--- src/rtl/spi_slave_if.sv ---
// rtl/spi_slave_if.sv - SPI target pin and parallel word bundle
interface spi_slave_if #(
    parameter int FRAME_SIZE = 8
);
    logic                  cpol;
    logic                  cpha;
    logic                  sck;
    logic                  cs;
    logic                  mosi;
    logic                  miso;
    logic                  miso_oe;
    logic [FRAME_SIZE-1:0] tx_data;
    logic                  tx_valid;
    logic                  tx_ready;
    logic [FRAME_SIZE-1:0] rx_data;
    logic                  rx_valid;
    logic                  tx_underrun;
    logic                  frame_err;
    logic                  busy;

    modport slave (
        input  cpol, cpha, sck, cs, mosi, tx_data, tx_valid,
        output miso, miso_oe, tx_ready, rx_data, rx_valid, tx_underrun, frame_err, busy
    );

    modport master (
        output cpol, cpha, sck, cs, mosi, tx_data, tx_valid,
        input  miso, miso_oe, tx_ready, rx_data, rx_valid, tx_underrun, frame_err, busy
    );
endinterface

--- src/rtl/spi_slave.sv ---
// rtl/spi_slave.sv - oversampled SPI target, all CPOL/CPHA modes, MSB first
module spi_slave #(
    parameter int FRAME_SIZE  = 8,
    parameter int SYNC_STAGES = 2
) (
    input logic       clk,
    input logic       rst,
    spi_slave_if.slave bus
);
    localparam int CW = $clog2(FRAME_SIZE + 1);
    localparam logic [CW-1:0] LAST = CW'(FRAME_SIZE - 1);

    typedef enum logic {IDLE, ACTIVE} state_t;
    state_t state, state_next;

    logic [SYNC_STAGES-1:0] sck_sync, cs_sync, mosi_sync;
    logic                   sck_d, cs_d;
    logic                   cpol_l, cpha_l;
    logic [FRAME_SIZE-1:0]  rx_shift, tx_shift, hold_data, rx_data_q;
    logic                   hold_full, reload_pending;
    logic [CW-1:0]          bit_cnt;
    logic                   miso_q, miso_oe_q, rx_valid_q, underrun_q, frame_err_q;
    logic                   start, stop;

    wire sck_s  = sck_sync[SYNC_STAGES-1];
    wire cs_s   = cs_sync[SYNC_STAGES-1];
    wire mosi_s = mosi_sync[SYNC_STAGES-1];

    wire sck_rise    = sck_s & ~sck_d;
    wire sck_fall    = ~sck_s & sck_d;
    wire cs_rise     = cs_s & ~cs_d;
    wire cs_fall     = ~cs_s & cs_d;
    wire lead_edge   = cpol_l ? sck_fall : sck_rise;
    wire trail_edge  = cpol_l ? sck_rise : sck_fall;
    wire sample_edge = cpha_l ? trail_edge : lead_edge;
    wire shift_edge  = cpha_l ? lead_edge : trail_edge;
    wire completing  = sample_edge && (bit_cnt == LAST);
    wire wr          = bus.tx_valid && !hold_full;

    wire [FRAME_SIZE-1:0] load_word = hold_full ? hold_data : '0;
    wire [FRAME_SIZE-1:0] rx_next   = {rx_shift[FRAME_SIZE-2:0], mosi_s};

    // Bring the asynchronous SPI pins into the clk domain and keep one-clk-old copies for edge detect
    always_ff @(posedge clk or posedge rst) begin
        if (rst) begin
            sck_sync  <= '0;
            cs_sync   <= '0;
            mosi_sync <= '0;
            sck_d     <= 1'b0;
            cs_d      <= 1'b0;
        end else begin
            sck_sync  <= {sck_sync[SYNC_STAGES-2:0], bus.sck};
            cs_sync   <= {cs_sync[SYNC_STAGES-2:0], bus.cs};
            mosi_sync <= {mosi_sync[SYNC_STAGES-2:0], bus.mosi};
            sck_d     <= sck_s;
            cs_d      <= cs_s;
        end
    end

    // Frame state register
    always_ff @(posedge clk or posedge rst) begin
        if (rst) state <= IDLE;
        else     state <= state_next;
    end

    // Select on cs rising while idle, deselect on cs falling while active
    always_comb begin
        state_next = state;
        start      = 1'b0;
        stop       = 1'b0;
        case (state)
            IDLE: begin
                if (cs_rise) begin
                    state_next = ACTIVE;
                    start      = 1'b1;
                end
            end
            ACTIVE: begin
                if (cs_fall) begin
                    state_next = IDLE;
                    stop       = 1'b1;
                end
            end
            default: state_next = IDLE;
        endcase
    end

    // Shift registers, holding register and status pulses; a write is applied last so it
    // lands in the (just emptied) holding register for the following frame
    always_ff @(posedge clk or posedge rst) begin
        if (rst) begin
            cpol_l         <= 1'b0;
            cpha_l         <= 1'b0;
            rx_shift       <= '0;
            tx_shift       <= '0;
            hold_data      <= '0;
            hold_full      <= 1'b0;
            reload_pending <= 1'b0;
            bit_cnt        <= '0;
            rx_data_q      <= '0;
            rx_valid_q     <= 1'b0;
            miso_q         <= 1'b0;
            miso_oe_q      <= 1'b0;
            underrun_q     <= 1'b0;
            frame_err_q    <= 1'b0;
        end else begin
            rx_valid_q  <= 1'b0;
            underrun_q  <= 1'b0;
            frame_err_q <= 1'b0;
            if (start) begin
                cpol_l         <= bus.cpol;
                cpha_l         <= bus.cpha;
                bit_cnt        <= '0;
                rx_shift       <= '0;
                reload_pending <= 1'b0;
                miso_oe_q      <= 1'b1;
                underrun_q     <= !hold_full;
                hold_full      <= 1'b0;
                if (!bus.cpha) begin
                    miso_q   <= load_word[FRAME_SIZE-1];
                    tx_shift <= {load_word[FRAME_SIZE-2:0], 1'b0};
                end else begin
                    miso_q   <= 1'b0;
                    tx_shift <= load_word;
                end
            end else if (state == ACTIVE) begin
                if (sample_edge) begin
                    rx_shift <= rx_next;
                    if (completing) begin
                        bit_cnt        <= '0;
                        rx_data_q      <= rx_next;
                        rx_valid_q     <= 1'b1;
                        reload_pending <= 1'b1;
                    end else begin
                        bit_cnt <= bit_cnt + 1'b1;
                    end
                end
                if (shift_edge) begin
                    if (reload_pending) begin
                        reload_pending <= 1'b0;
                        underrun_q     <= !hold_full;
                        hold_full      <= 1'b0;
                        miso_q         <= load_word[FRAME_SIZE-1];
                        tx_shift       <= {load_word[FRAME_SIZE-2:0], 1'b0};
                    end else begin
                        miso_q   <= tx_shift[FRAME_SIZE-1];
                        tx_shift <= {tx_shift[FRAME_SIZE-2:0], 1'b0};
                    end
                end
                if (stop) begin
                    miso_oe_q      <= 1'b0;
                    miso_q         <= 1'b0;
                    reload_pending <= 1'b0;
                    bit_cnt        <= '0;
                    frame_err_q    <= (bit_cnt != '0) && !completing;
                end
            end
            if (wr) begin
                hold_data <= bus.tx_data;
                hold_full <= 1'b1;
            end
        end
    end

    assign bus.miso        = miso_q;
    assign bus.miso_oe     = miso_oe_q;
    assign bus.tx_ready    = !hold_full;
    assign bus.rx_data     = rx_data_q;
    assign bus.rx_valid    = rx_valid_q;
    assign bus.tx_underrun = underrun_q;
    assign bus.frame_err   = frame_err_q;
    assign bus.busy        = (state == ACTIVE);
endmodule

--- src/flat_wrapper.sv ---
// flat-port wrapper written by rule: the top's interface ports become plain ports
module spi_slave_flat 
#(
    parameter int FRAME_SIZE  = 8,
    parameter int SYNC_STAGES = 2
)
  (clk, rst, bus_cpol, bus_cpha, bus_sck, bus_cs, bus_mosi, bus_tx_data, bus_tx_valid, bus_miso, bus_miso_oe, bus_tx_ready, bus_rx_data, bus_rx_valid, bus_tx_underrun, bus_frame_err, bus_busy);
  spi_slave_if #(.FRAME_SIZE(FRAME_SIZE)) bus_i ();
  input logic clk;
  input logic rst;
  input wire logic [$bits(bus_i.cpol)-1:0] bus_cpol;
  input wire logic [$bits(bus_i.cpha)-1:0] bus_cpha;
  input wire logic [$bits(bus_i.sck)-1:0] bus_sck;
  input wire logic [$bits(bus_i.cs)-1:0] bus_cs;
  input wire logic [$bits(bus_i.mosi)-1:0] bus_mosi;
  input wire logic [$bits(bus_i.tx_data)-1:0] bus_tx_data;
  input wire logic [$bits(bus_i.tx_valid)-1:0] bus_tx_valid;
  output wire logic [$bits(bus_i.miso)-1:0] bus_miso;
  output wire logic [$bits(bus_i.miso_oe)-1:0] bus_miso_oe;
  output wire logic [$bits(bus_i.tx_ready)-1:0] bus_tx_ready;
  output wire logic [$bits(bus_i.rx_data)-1:0] bus_rx_data;
  output wire logic [$bits(bus_i.rx_valid)-1:0] bus_rx_valid;
  output wire logic [$bits(bus_i.tx_underrun)-1:0] bus_tx_underrun;
  output wire logic [$bits(bus_i.frame_err)-1:0] bus_frame_err;
  output wire logic [$bits(bus_i.busy)-1:0] bus_busy;
  assign bus_i.cpol = bus_cpol;
  assign bus_i.cpha = bus_cpha;
  assign bus_i.sck = bus_sck;
  assign bus_i.cs = bus_cs;
  assign bus_i.mosi = bus_mosi;
  assign bus_i.tx_data = bus_tx_data;
  assign bus_i.tx_valid = bus_tx_valid;
  assign bus_miso = bus_i.miso;
  assign bus_miso_oe = bus_i.miso_oe;
  assign bus_tx_ready = bus_i.tx_ready;
  assign bus_rx_data = bus_i.rx_data;
  assign bus_rx_valid = bus_i.rx_valid;
  assign bus_tx_underrun = bus_i.tx_underrun;
  assign bus_frame_err = bus_i.frame_err;
  assign bus_busy = bus_i.busy;
  spi_slave #(.FRAME_SIZE(FRAME_SIZE), .SYNC_STAGES(SYNC_STAGES)) u_core (.clk(clk), .rst(rst), .bus(bus_i));
endmodule
--- config.mk ---
export PLATFORM = sky130hd
export DESIGN_NAME = spi_slave_flat
export DESIGN_NICKNAME = d
export VERILOG_FILES = /design/src/rtl/spi_slave_if.sv /design/src/rtl/spi_slave.sv /design/src/flat_wrapper.sv
export SDC_FILE = /design/constraint.sdc
export NUM_CORES = 1
export LEC_CHECK = 0
export CAP_MARGIN = 20
export CORE_ASPECT_RATIO = 1.2
export CORE_MARGIN = 5
export CORE_UTILIZATION = 25
export CTS_BUF_LIST = sky130_fd_sc_hd__clkbuf_16
export CTS_CLUSTER_SIZE = 40
export DETAILED_ROUTE_END_ITERATION = 12
export GPL_TIMING_DRIVEN = 0
export SYNTH_ARGS = -nofsm -noshare
export SYNTH_HDL_FRONTEND = slang
export SYNTH_SLANG_ARGS = --single-unit
export TNS_END_PERCENT = 30
--- constraint.sdc ---
create_clock -name clk -period 2.15 [get_ports clk]
set_clock_uncertainty 0.1 [all_clocks]
set_input_delay 0.215 -clock clk [delete_from_list [all_inputs] [get_ports clk]]
set_output_delay 0.215 -clock clk [all_outputs]
set_load 0.01 [all_outputs]
# == Word-level counts from Yosys, hierarchy flattened ==
# Cells that the tools add are included.
# word_totals
ff_bits,53
inputBits,16
out_inout_bits,15
wordCells,110
# classes
addsub,1
n_eq_ne,1
mux,56
bitwise_logic,10
reduce_logical,22
# op_table
operator,count
8-bit two-way mux,6
1-bit two-way mux,41
7-bit two-way mux,3
4-bit two-way mux,5
3-bit nonzero test,5
2-bit AND reduction,5
2-bit nonzero test,4
1-bit inverter,6
"4-bit by 1-bit adder with 4-bit output, second input constant",1
1-bit AND,4
"4-bit by 3-bit equality test with 1-bit output, second input constant",1
4-bit AND reduction,1
4-bit nonzero test,1
1-bit logical AND,3
3-bit AND reduction,1
1-bit zero test,2
1-bit case mux with 2 select lines,1

# == Logic depth before layout (Yosys ltp) ==
# Gate-level depths: netlist of the first run.
# logic_depth
depth_word,12
ltp_mapped,6
ltp_nobuf,5

# == Worst setup path before layout of the first run ==
# Ideal clock, no wire load.
# synth_timing
kind,register -> register
from,register u_core.cpol_l
to,register u_core.rx_data_q[6] (netlist: u_core.bus.rx_data[6])
setup_ps,125
arrival_ps,1502
required_time_ps,1925
setup_slack_ps,424
stages_incl_launch_ff,6
path_buffers,1
period_less_slack_ps,1726
path_cell_list,dfrtp_1 -> xnor2_2 -> mux2i_1 -> and2_1 -> buf_6 -> mux2_2
# synth_between
elab_chain_cells,4
word_cells_on_any_way,5
classes_between,3 x mux; 2 x reduce/logical
# synth_rtl
item,line_no,rtl
from (decl),spi_slave.sv:18,"logic cpol_l, cpha_l;"
from (signal assigned),spi_slave.sv:111,cpol_l <= bus.cpol;
"1-bit two-way mux, on equally long branches","spi_slave.sv:33, spi_slave.sv:34",
1-bit two-way mux *,spi_slave.sv:35,wire sample_edge = cpha_l ? trail_edge : lead_edge;
1-bit logical AND,spi_slave.sv:37,wire completing = sample_edge && (bit_cnt == LAST);
4-bit AND reduction (no line) *,-,
to (signal assigned),spi_slave.sv:131,rx_data_q <= rx_next;
to (decl),spi_slave.sv:19,"logic [FRAME_SIZE-1:0] rx_shift, tx_shift, hold_data, rx_data_q;"
# Every way passes the cells marked *; elsewhere a longest branch is shown, timed or not.
# A chain may end at the register's enable or synchronous reset.

# == Worst setup path after layout of the first run ==
# layout_timing
from,register u_core.cpol_l
to,register u_core.bit_cnt[3]
# layout_between
elab_chain_cells,8
word_cells_on_any_way,11
classes_between,8 x mux; 3 x reduce/logical
# layout_rtl
item,line_no,rtl
"1-bit two-way mux, on equally long branches","spi_slave.sv:33, spi_slave.sv:34",
1-bit two-way mux *,spi_slave.sv:35,
1-bit logical AND,spi_slave.sv:37,
4-bit two-way mux,spi_slave.sv:129,if (completing) begin
4-bit two-way mux,spi_slave.sv:127,if (sample_edge) begin
4-bit two-way mux,spi_slave.sv:150,if (stop) begin
4-bit two-way mux,spi_slave.sv:126,end else if (state == ACTIVE) begin
4-bit two-way mux,spi_slave.sv:110,if (start) begin
to (signal assigned),spi_slave.sv:135,bit_cnt <= bit_cnt + 1'b1;
to (decl),spi_slave.sv:21,logic [CW-1:0] bit_cnt;
# Every way passes the cells marked *; elsewhere a longest branch is shown, timed or not. The select of a mux whose other input is x is not followed.

==> out/summary.log, run 1 <==
[worst_setup_path] CP arrival 1.94 ns
[pwr] combinational group share of total power 22.3%
[worst_setup_path] crit path capture type flop
[route] drt drc 0
[pwr] maximum vdd ir drop 0.000416 V
[pwr] Power, Total 2.88 mW
[cts] number of hold buffers added after CTS 0
[synth] commonest register cell after synthesis sky130_fd_sc_hd__dfrtp_1
[sta] final-layout worst hold slack 0.131 ns
[cts] CTS Root Cell sky130_fd_sc_hd__clkbuf_16
[route] Vias per Instance 4.47
[worst_setup_path] data required time of the worst path 2.23 ns
[sta] share of the clock period used by the worst path after layout 86.7%
[synth] count of flip-flops with a built-in enable after synthesis 0
[floorplanning] die outline width 97.9 µm
[pwr] power density over cell area 982 nW/µm²
[cts] TritonCTS clock tree yes
[route] count of antenna-violating nets left after detailed routing 0
[synth] mean post-synth cell area 11.4 µm²
[place] Post-DP Area 2790 µm²
[cts] maximum clock insertion buffer count 2
[route] average routed wire per standard cell 13.0 µm
[pwr] internal portion of total power 2.02 mW
[cells_and_area] area of all sequential standard cells 1330 µm²
[cells_and_area] number of nets at the end of the flow 260
[cells_and_area] fill cell count 959
[global_route] number of global-route vias before repair 1613
[cells_and_area] area used by multi-input combinational logic 902 µm²
[floorplanning] starting density of the core 25.6%
[synth] mux cell area share after synthesis 11.5%
[synth] xor and xnor area share after synthesis 0.702%
[synth] most instantiated cells after synthesis 53 x sky130_fd_sc_hd__dfrtp_1, 30 x sky130_fd_sc_hd__nand2_1, 12 x sky130_fd_sc_hd__a31oi_1
[synth] share of async-settable or async-resettable flops after synthesis 100%
[floorplanning] Std-Cell Rows 38
[cts] later-pin clock latency in the skew report 0.29 ns
[route] wirelength, routed 4710 µm
[floorplanning] vertical die dimension 115 µm
[cts] total clock buffers created by CTS 5
[synth] sequential fraction of the synthesis area 57.3%
[pwr] switching power total 865 µW
[floorplanning] count of boundary I/O pins 31
[sta] crit path setup slack, layout 0.286 ns
[synth] number of library cell types mapped by synthesis 41
[cts] H-tree depth 2
[floorplanning] area of the core 9030 µm²
[cells_and_area] share of layout cells above drive strength 1 14.0%
[place] DP HPWL 3390 µm
[flow_run] reported max-cap violation count 0
[worst_setup_path] highest fanout seen on the critical path 10
[place] worst setup slack after placement 0.268 ns
[sta] RSZ-0062 raised after global routing false
[status] run status completed
[sta] clock period minus final worst setup slack 1.86 ns
[cells_and_area] Area Overhead vs Synth 26.8%
[place] Port Buf Inserts 30
[global_route] first-pass GRT wire length 8000 µm
[pwr] Sequential Power Share 49.9%
[hold_path] min-delay worst type in2async
[synth] leading cell type by number of instances after synthesis sky130_fd_sc_hd__dfrtp_1
[synth] area fraction of the dominant cell type after synthesis 57.3%
[sta] worst slew pin tran 0.555 ns
[route] drt first pass iters 4
[synth] fraction of the mapped netlist area in adder cells 1.08%
[cells_and_area] utilization after layout 32.5%
[place] weighted congestion reported at the end of routability-driven placement 0.803
[cts] number of resized instances in the post-cts repair step 0
[route] number of design-rule violations left by the first detailed-router iteration 49
[place] cell count after placement 355
[synth] simple logic cell fraction of the synthesized area 15.4%
[synth] count of mapped cells out of synthesis 204
[sta] Hold Violations, Final 0
[cells_and_area] final non-filler cell total 363
[cts] clock-pin slew reported for the worst setup and hold paths after clock tree synthesis 0.07 ns
[global_route] global router's overall resource usage 8.62%
[pwr] proportion of power drawn by the clock network 27.8%
[synth] cells taking the most area after synthesis sky130_fd_sc_hd__dfrtp_1 57%, sky130_fd_sc_hd__nand2_1 4.9%, sky130_fd_sc_hd__mux2_2 4.4%
[global_route] antenna violations before repair 0
[cells_and_area] final non-filler cell area 2940 µm²
[cts] Post CTS Setup Buffer Count 0
[synth] total standard cell area after synthesis 2320 µm²
[synth] largest family of logic cells by synthesized area simple AND/OR/NAND/NOR gates
[sta] Setup-failing EPs final 0
[sta] final-report max-slew violation count 0
[sta] Max-slew headroom 63.0%
[pwr] switching part of the total 30.0%
[floorplanning] area of the die 11300 µm²
[cts] number of clock sinks seen by CTS 53
[synth] number of nets in the synthesized netlist 222
[synth] yosys synthesis warning count 0
[synth] area fraction in compound gates after synthesis 10.3%
[synth] largest area contributor in the netlist sky130_fd_sc_hd__dfrtp_1
[route] total number of vias 1622
[worst_setup_path] worst setup path category reg2reg
[cells_and_area] n_diodes 0
[worst_setup_path] startpoint kind of the worst setup timing path flop
[synth] #FFs+latches synth 53
[pwr] reported leakage power 1.31 nW
[sta] highest clock frequency the design can meet 536 MHz
[global_route] total grt overflow 0
[global_route] pin count of the biggest net entering global routing 36
[sta] Setup TNS 0 ns
flip-flops by register name, indices dropped and copies added, names as in the netlist, 2 cells and up:
signal,count
u_core.cs_sync,2
u_core.bit_cnt,4
u_core.tx_shift,8
u_core.sck_sync,2
u_core.hold_data,8
u_core.rx_shift,7
u_core.mosi_sync,2
u_core.bus.rx_data,8
critical path, stage by stage (launching register included):
cell and delay [ns]:
sky130_fd_sc_hd__dfrtp_1 0.40, sky130_fd_sc_hd__xnor2_2 0.28, sky130_fd_sc_hd__mux2i_1 0.32, sky130_fd_sc_hd__buf_4 0.22, sky130_fd_sc_hd__nand4_2 0.12, sky130_fd_sc_hd__mux2_4 0.31
placed cells by master (no fill, tap or decap), types with 2 or more instances in the layout:
master,count
sky130_fd_sc_hd__dfrtp_1,53
sky130_fd_sc_hd__nand2_1,30
sky130_fd_sc_hd__clkdlybuf4s50_1,30
sky130_fd_sc_hd__a31oi_1,12
sky130_fd_sc_hd__o21ai_0,11
sky130_fd_sc_hd__mux2_2,9
sky130_fd_sc_hd__nor2_1,9
sky130_fd_sc_hd__and3_1,9
sky130_fd_sc_hd__nor3_1,8
sky130_fd_sc_hd__mux2i_1,7
sky130_fd_sc_hd__mux2_1,7
sky130_fd_sc_hd__clkbuf_16,5
sky130_fd_sc_hd__buf_2,4
sky130_fd_sc_hd__inv_1,4
sky130_fd_sc_hd__clkbuf_1,3
sky130_fd_sc_hd__nand3b_1,3
sky130_fd_sc_hd__a21oi_1,3
sky130_fd_sc_hd__buf_6,2
sky130_fd_sc_hd__a31o_2,2
sky130_fd_sc_hd__and2_1,2
sky130_fd_sc_hd__nand3_1,2
sky130_fd_sc_hd__ha_1,2
layer usage:
metal	vias to the layer above	GRT usage (%)	wire [µm]
li1	795	-	-
met1	798	10.6	2030
met2	25	15.4	2480
met3	4	2.29	172
met4	0	1.66	28
met5	-	0	0
path summary, 6_finish.rpt:
path                                     from                  end  slack, ns  cells after the start
max                             u_core.cpol_l    u_core.bit_cnt[3]       0.29                      5
min in group clk           u_core.sck_sync[0]   u_core.sck_sync[1]       0.25                      0
max in group asynchronous                 rst        u_core.cpol_l       1.30                      3
min                                       rst  u_core.mosi_sync[1]       0.13                      2
min reg2reg                u_core.sck_sync[0]   u_core.sck_sync[1]       0.25                      0
max reg2reg                     u_core.cpol_l    u_core.bit_cnt[3]       0.29                      5
cell type report:
type,instances,share of cell area (%)
Inverter,6,0.767
Timing Repair Buffer,31,10.9
Clock buffer,5,4.26
Sequential cell,53,45.2
Clock inverter,3,0.852
Tap cell,120,5.11
Multi-Input combinational cell,134,30.7
Buffer,11,2.22
power groups by stage:
stage,logic (mW),registers [mW],clock network [mW]
finish,0.642,1.44,0.802
global placement,0.634,1.44,0
floorplan,0.464,1.40,0
detailed placement,0.650,1.46,0
CTS,0.656,1.44,0.830
global route,0.734,1.48,0.872
cells by family after synthesis:
kind of cell,after synthesis
AOI/OAI and AO/OA,36
xor gates and xnor gates,1
buffers and inverters,17
adders and majority gates,2
muxes,24
and+or+nand+nor,71
DFF,53
(Power assumes the default switching activity.)
==> run 2: changes to the inputs <==
--- a/config.mk
+++ b/config.mk
@@ -13,6 +13,7 @@
 export CTS_CLUSTER_SIZE = 40
 export DETAILED_ROUTE_END_ITERATION = 12
 export GPL_TIMING_DRIVEN = 0
+export MAX_ROUTING_LAYER = met4
 export SYNTH_ARGS = -nofsm -noshare
 export SYNTH_HDL_FRONTEND = slang
 export SYNTH_SLANG_ARGS = --single-unit
==> out/summary.log, run 2 (same netlist as run 1, synthesis figures left out) <==
[status] run status completed
[cts] number of clock sinks seen by CTS 53 [unchanged]
[worst_setup_path] CP arrival 1.94 ns [about the same]
[cts] maximum clock insertion buffer count 2 [unchanged]
[route] drt first pass iters 4 [unchanged]
[cts] total clock buffers created by CTS 5 [unchanged]
[route] count of antenna-violating nets left after detailed routing 0 [unchanged]
[pwr] Power, Total 2.88 mW [about the same]
[cts] H-tree depth 2 [unchanged]
[cts] CTS Root Cell sky130_fd_sc_hd__clkbuf_16
[place] Port Buf Inserts 30 [unchanged]
[worst_setup_path] highest fanout seen on the critical path 10 [unchanged]
[sta] RSZ-0062 raised after global routing false
[hold_path] min-delay worst type in2async
[route] Vias per Instance 4.47 [about the same]
[global_route] total grt overflow 0 [unchanged]
[route] average routed wire per standard cell 13.0 µm [unchanged]
[global_route] first-pass GRT wire length 8020 µm [+0.16%]
[sta] highest clock frequency the design can meet 537 MHz [about the same]
[place] weighted congestion reported at the end of routability-driven placement 0.815 [+1.5%]
[cells_and_area] n_diodes 0 [unchanged]
[cells_and_area] most common cell after layout, fill and taps aside sky130_fd_sc_hd__dfrtp_1
[cells_and_area] Area Overhead vs Synth 26.8% [unchanged]
[route] total number of vias 1621 [-0.062%]
[sta] Hold Violations, Final 0 [unchanged]
[cells_and_area] fill cell count 959 [unchanged]
[route] drt drc 0 [unchanged]
[cells_and_area] final non-filler cell total 363 [unchanged]
[cts] number of resized instances in the post-cts repair step 0 [unchanged]
[flow_run] reported max-cap violation count 0 [unchanged]
[sta] final-report max-slew violation count 0 [unchanged]
[worst_setup_path] Critical Path Max Stage Delay 0.40 ns [about the same]
[place] DP HPWL 3390 µm [unchanged]
[sta] clock period minus final worst setup slack 1.86 ns [-0.000211 ns]
[global_route] global router's overall resource usage 8.90% [+0.28 points]
[cts] later-pin clock latency in the skew report 0.29 ns [about the same]
[floorplanning] area of the die 11300 µm² [unchanged]
[global_route] number of global-route vias before repair 1609 [-0.25%]
[cts] TritonCTS clock tree yes
[floorplanning] count of boundary I/O pins 31 [unchanged]
[worst_setup_path] crit path capture type flop
[route] number of design-rule violations left by the first detailed-router iteration 49 [unchanged]
[cts] clock-pin slew reported for the worst setup and hold paths after clock tree synthesis 0.07 ns [about the same]
[cts] Post CTS Setup Buffer Count 0 [unchanged]
[sta] share of the clock period used by the worst path after layout 86.7% [about the same]
[pwr] maximum vdd ir drop 0.000416 V [about the same]
[cts] number of hold buffers added after CTS 0 [unchanged]
[cells_and_area] number of nets at the end of the flow 260 [unchanged]
[global_route] pin count of the biggest net entering global routing 36 [unchanged]
[worst_setup_path] worst setup path category reg2reg
[worst_setup_path] Worst path slowest cell sky130_fd_sc_hd__dfrtp_1
[sta] Max-slew headroom 63.0% [about the same]
[route] wirelength, routed 4710 µm [unchanged]
[cells_and_area] utilization after layout 32.5% [unchanged]
[sta] Setup TNS 0 ns [unchanged]
[pwr] reported leakage power 1.31 nW [unchanged]
[worst_setup_path] data required time of the worst path 2.23 ns [about the same]
[worst_setup_path] startpoint kind of the worst setup timing path flop
[floorplanning] die outline width 97.9 µm [unchanged]
[floorplanning] area of the core 9030 µm² [unchanged]
[global_route] antenna violations before repair 0 [unchanged]
[cells_and_area] share of layout cells above drive strength 1 14.0% [unchanged]
[sta] Setup-failing EPs final 0 [unchanged]
[place] cell count after placement 355 [unchanged]
[pwr] power density over cell area 982 nW/µm² [about the same]
[floorplanning] Std-Cell Rows 38 [unchanged]
[worst_setup_path] Buffers & Inverters on Critical Path 1 [unchanged]
[floorplanning] vertical die dimension 115 µm [unchanged]
[floorplanning] starting density of the core 25.6% [unchanged]
[worst_setup_path] Largest delay share family, worst path multiplexers
[worst_setup_path] cells traversed along the worst timing path xnor2_2 > mux2i_1 > buf_4 > nand4_2 > mux2_4
[sta] worst slew pin tran 0.555 ns [-0.0000431 ns]
[cells_and_area] most frequent cells in the layout 53 x sky130_fd_sc_hd__dfrtp_1, 30 x sky130_fd_sc_hd__nand2_1, 30 x sky130_fd_sc_hd__clkdlybuf4s50_1
==> run 2: worst paths after layout <==
| check | start | to | slack [ns] | cells after the start |
|---|---|---|---|---|
| worst max-delay path | u_core.cpol_l | u_core.bit_cnt[3] | 0.29 | 5 |
| worst min-delay path | rst | u_core.mosi_sync[1] | 0.13 | 2 |
| worst max register to register | u_core.cpol_l | u_core.bit_cnt[3] | 0.29 | 5 |
| worst min register to register | u_core.sck_sync[0] | u_core.sck_sync[1] | 0.25 | 0 |
| max in group asynchronous | rst | u_core.cpol_l | 1.30 | 3 |
| min in group clk | u_core.sck_sync[0] | u_core.sck_sync[1] | 0.25 | 0 |
==> run 2: metal layers <==
layer	part of all wire (%)	wire length (µm)	track usage, %
met5	0	0	-
met1	43	2040	10.7
met3	3.3	157	2.17
met4	0.64	30	1.66
met2	53	2480	15.4
==> run 2: through the flow <==
step | cell area [µm²] | worst slack (ns) | hold slack [ns]
floorplan | 2320 | 0.424 | 0.146
global placement | 2770 | -0.481 | 0.234
detailed placement | 2790 | 0.268 | 0.236
CTS | 2940 | 0.265 | 0.143
global route | 2940 | 0.0839 | 0.167
finish | 2940 | 0.286 | 0.131
==> run 2: layout make-up <==
type | count | area [µm²] | area share, %
multi-input combinational | 134 | 902 | 30.7
sequential | 53 | 1330 | 45.2
clock inverter | 3 | 25.0 | 0.852
inverter | 6 | 22.5 | 0.767
clock buffer | 5 | 125 | 4.26
tap | 120 | 150 | 5.11
timing repair buffer | 31 | 320 | 10.9
buffer | 11 | 65.1 | 2.22
==> run 2: where the power goes <==
part | total, mW | switching (mW) | leakage, nW | internal, mW
Clock | 0.802 | 0.364 | 0.0704 | 0.438
Combinational | 0.642 | 0.297 | 0.573 | 0.345
Sequential | 1.44 | 0.204 | 0.664 | 1.24
Total | 2.88 | 0.865 | 1.31 | 2.02
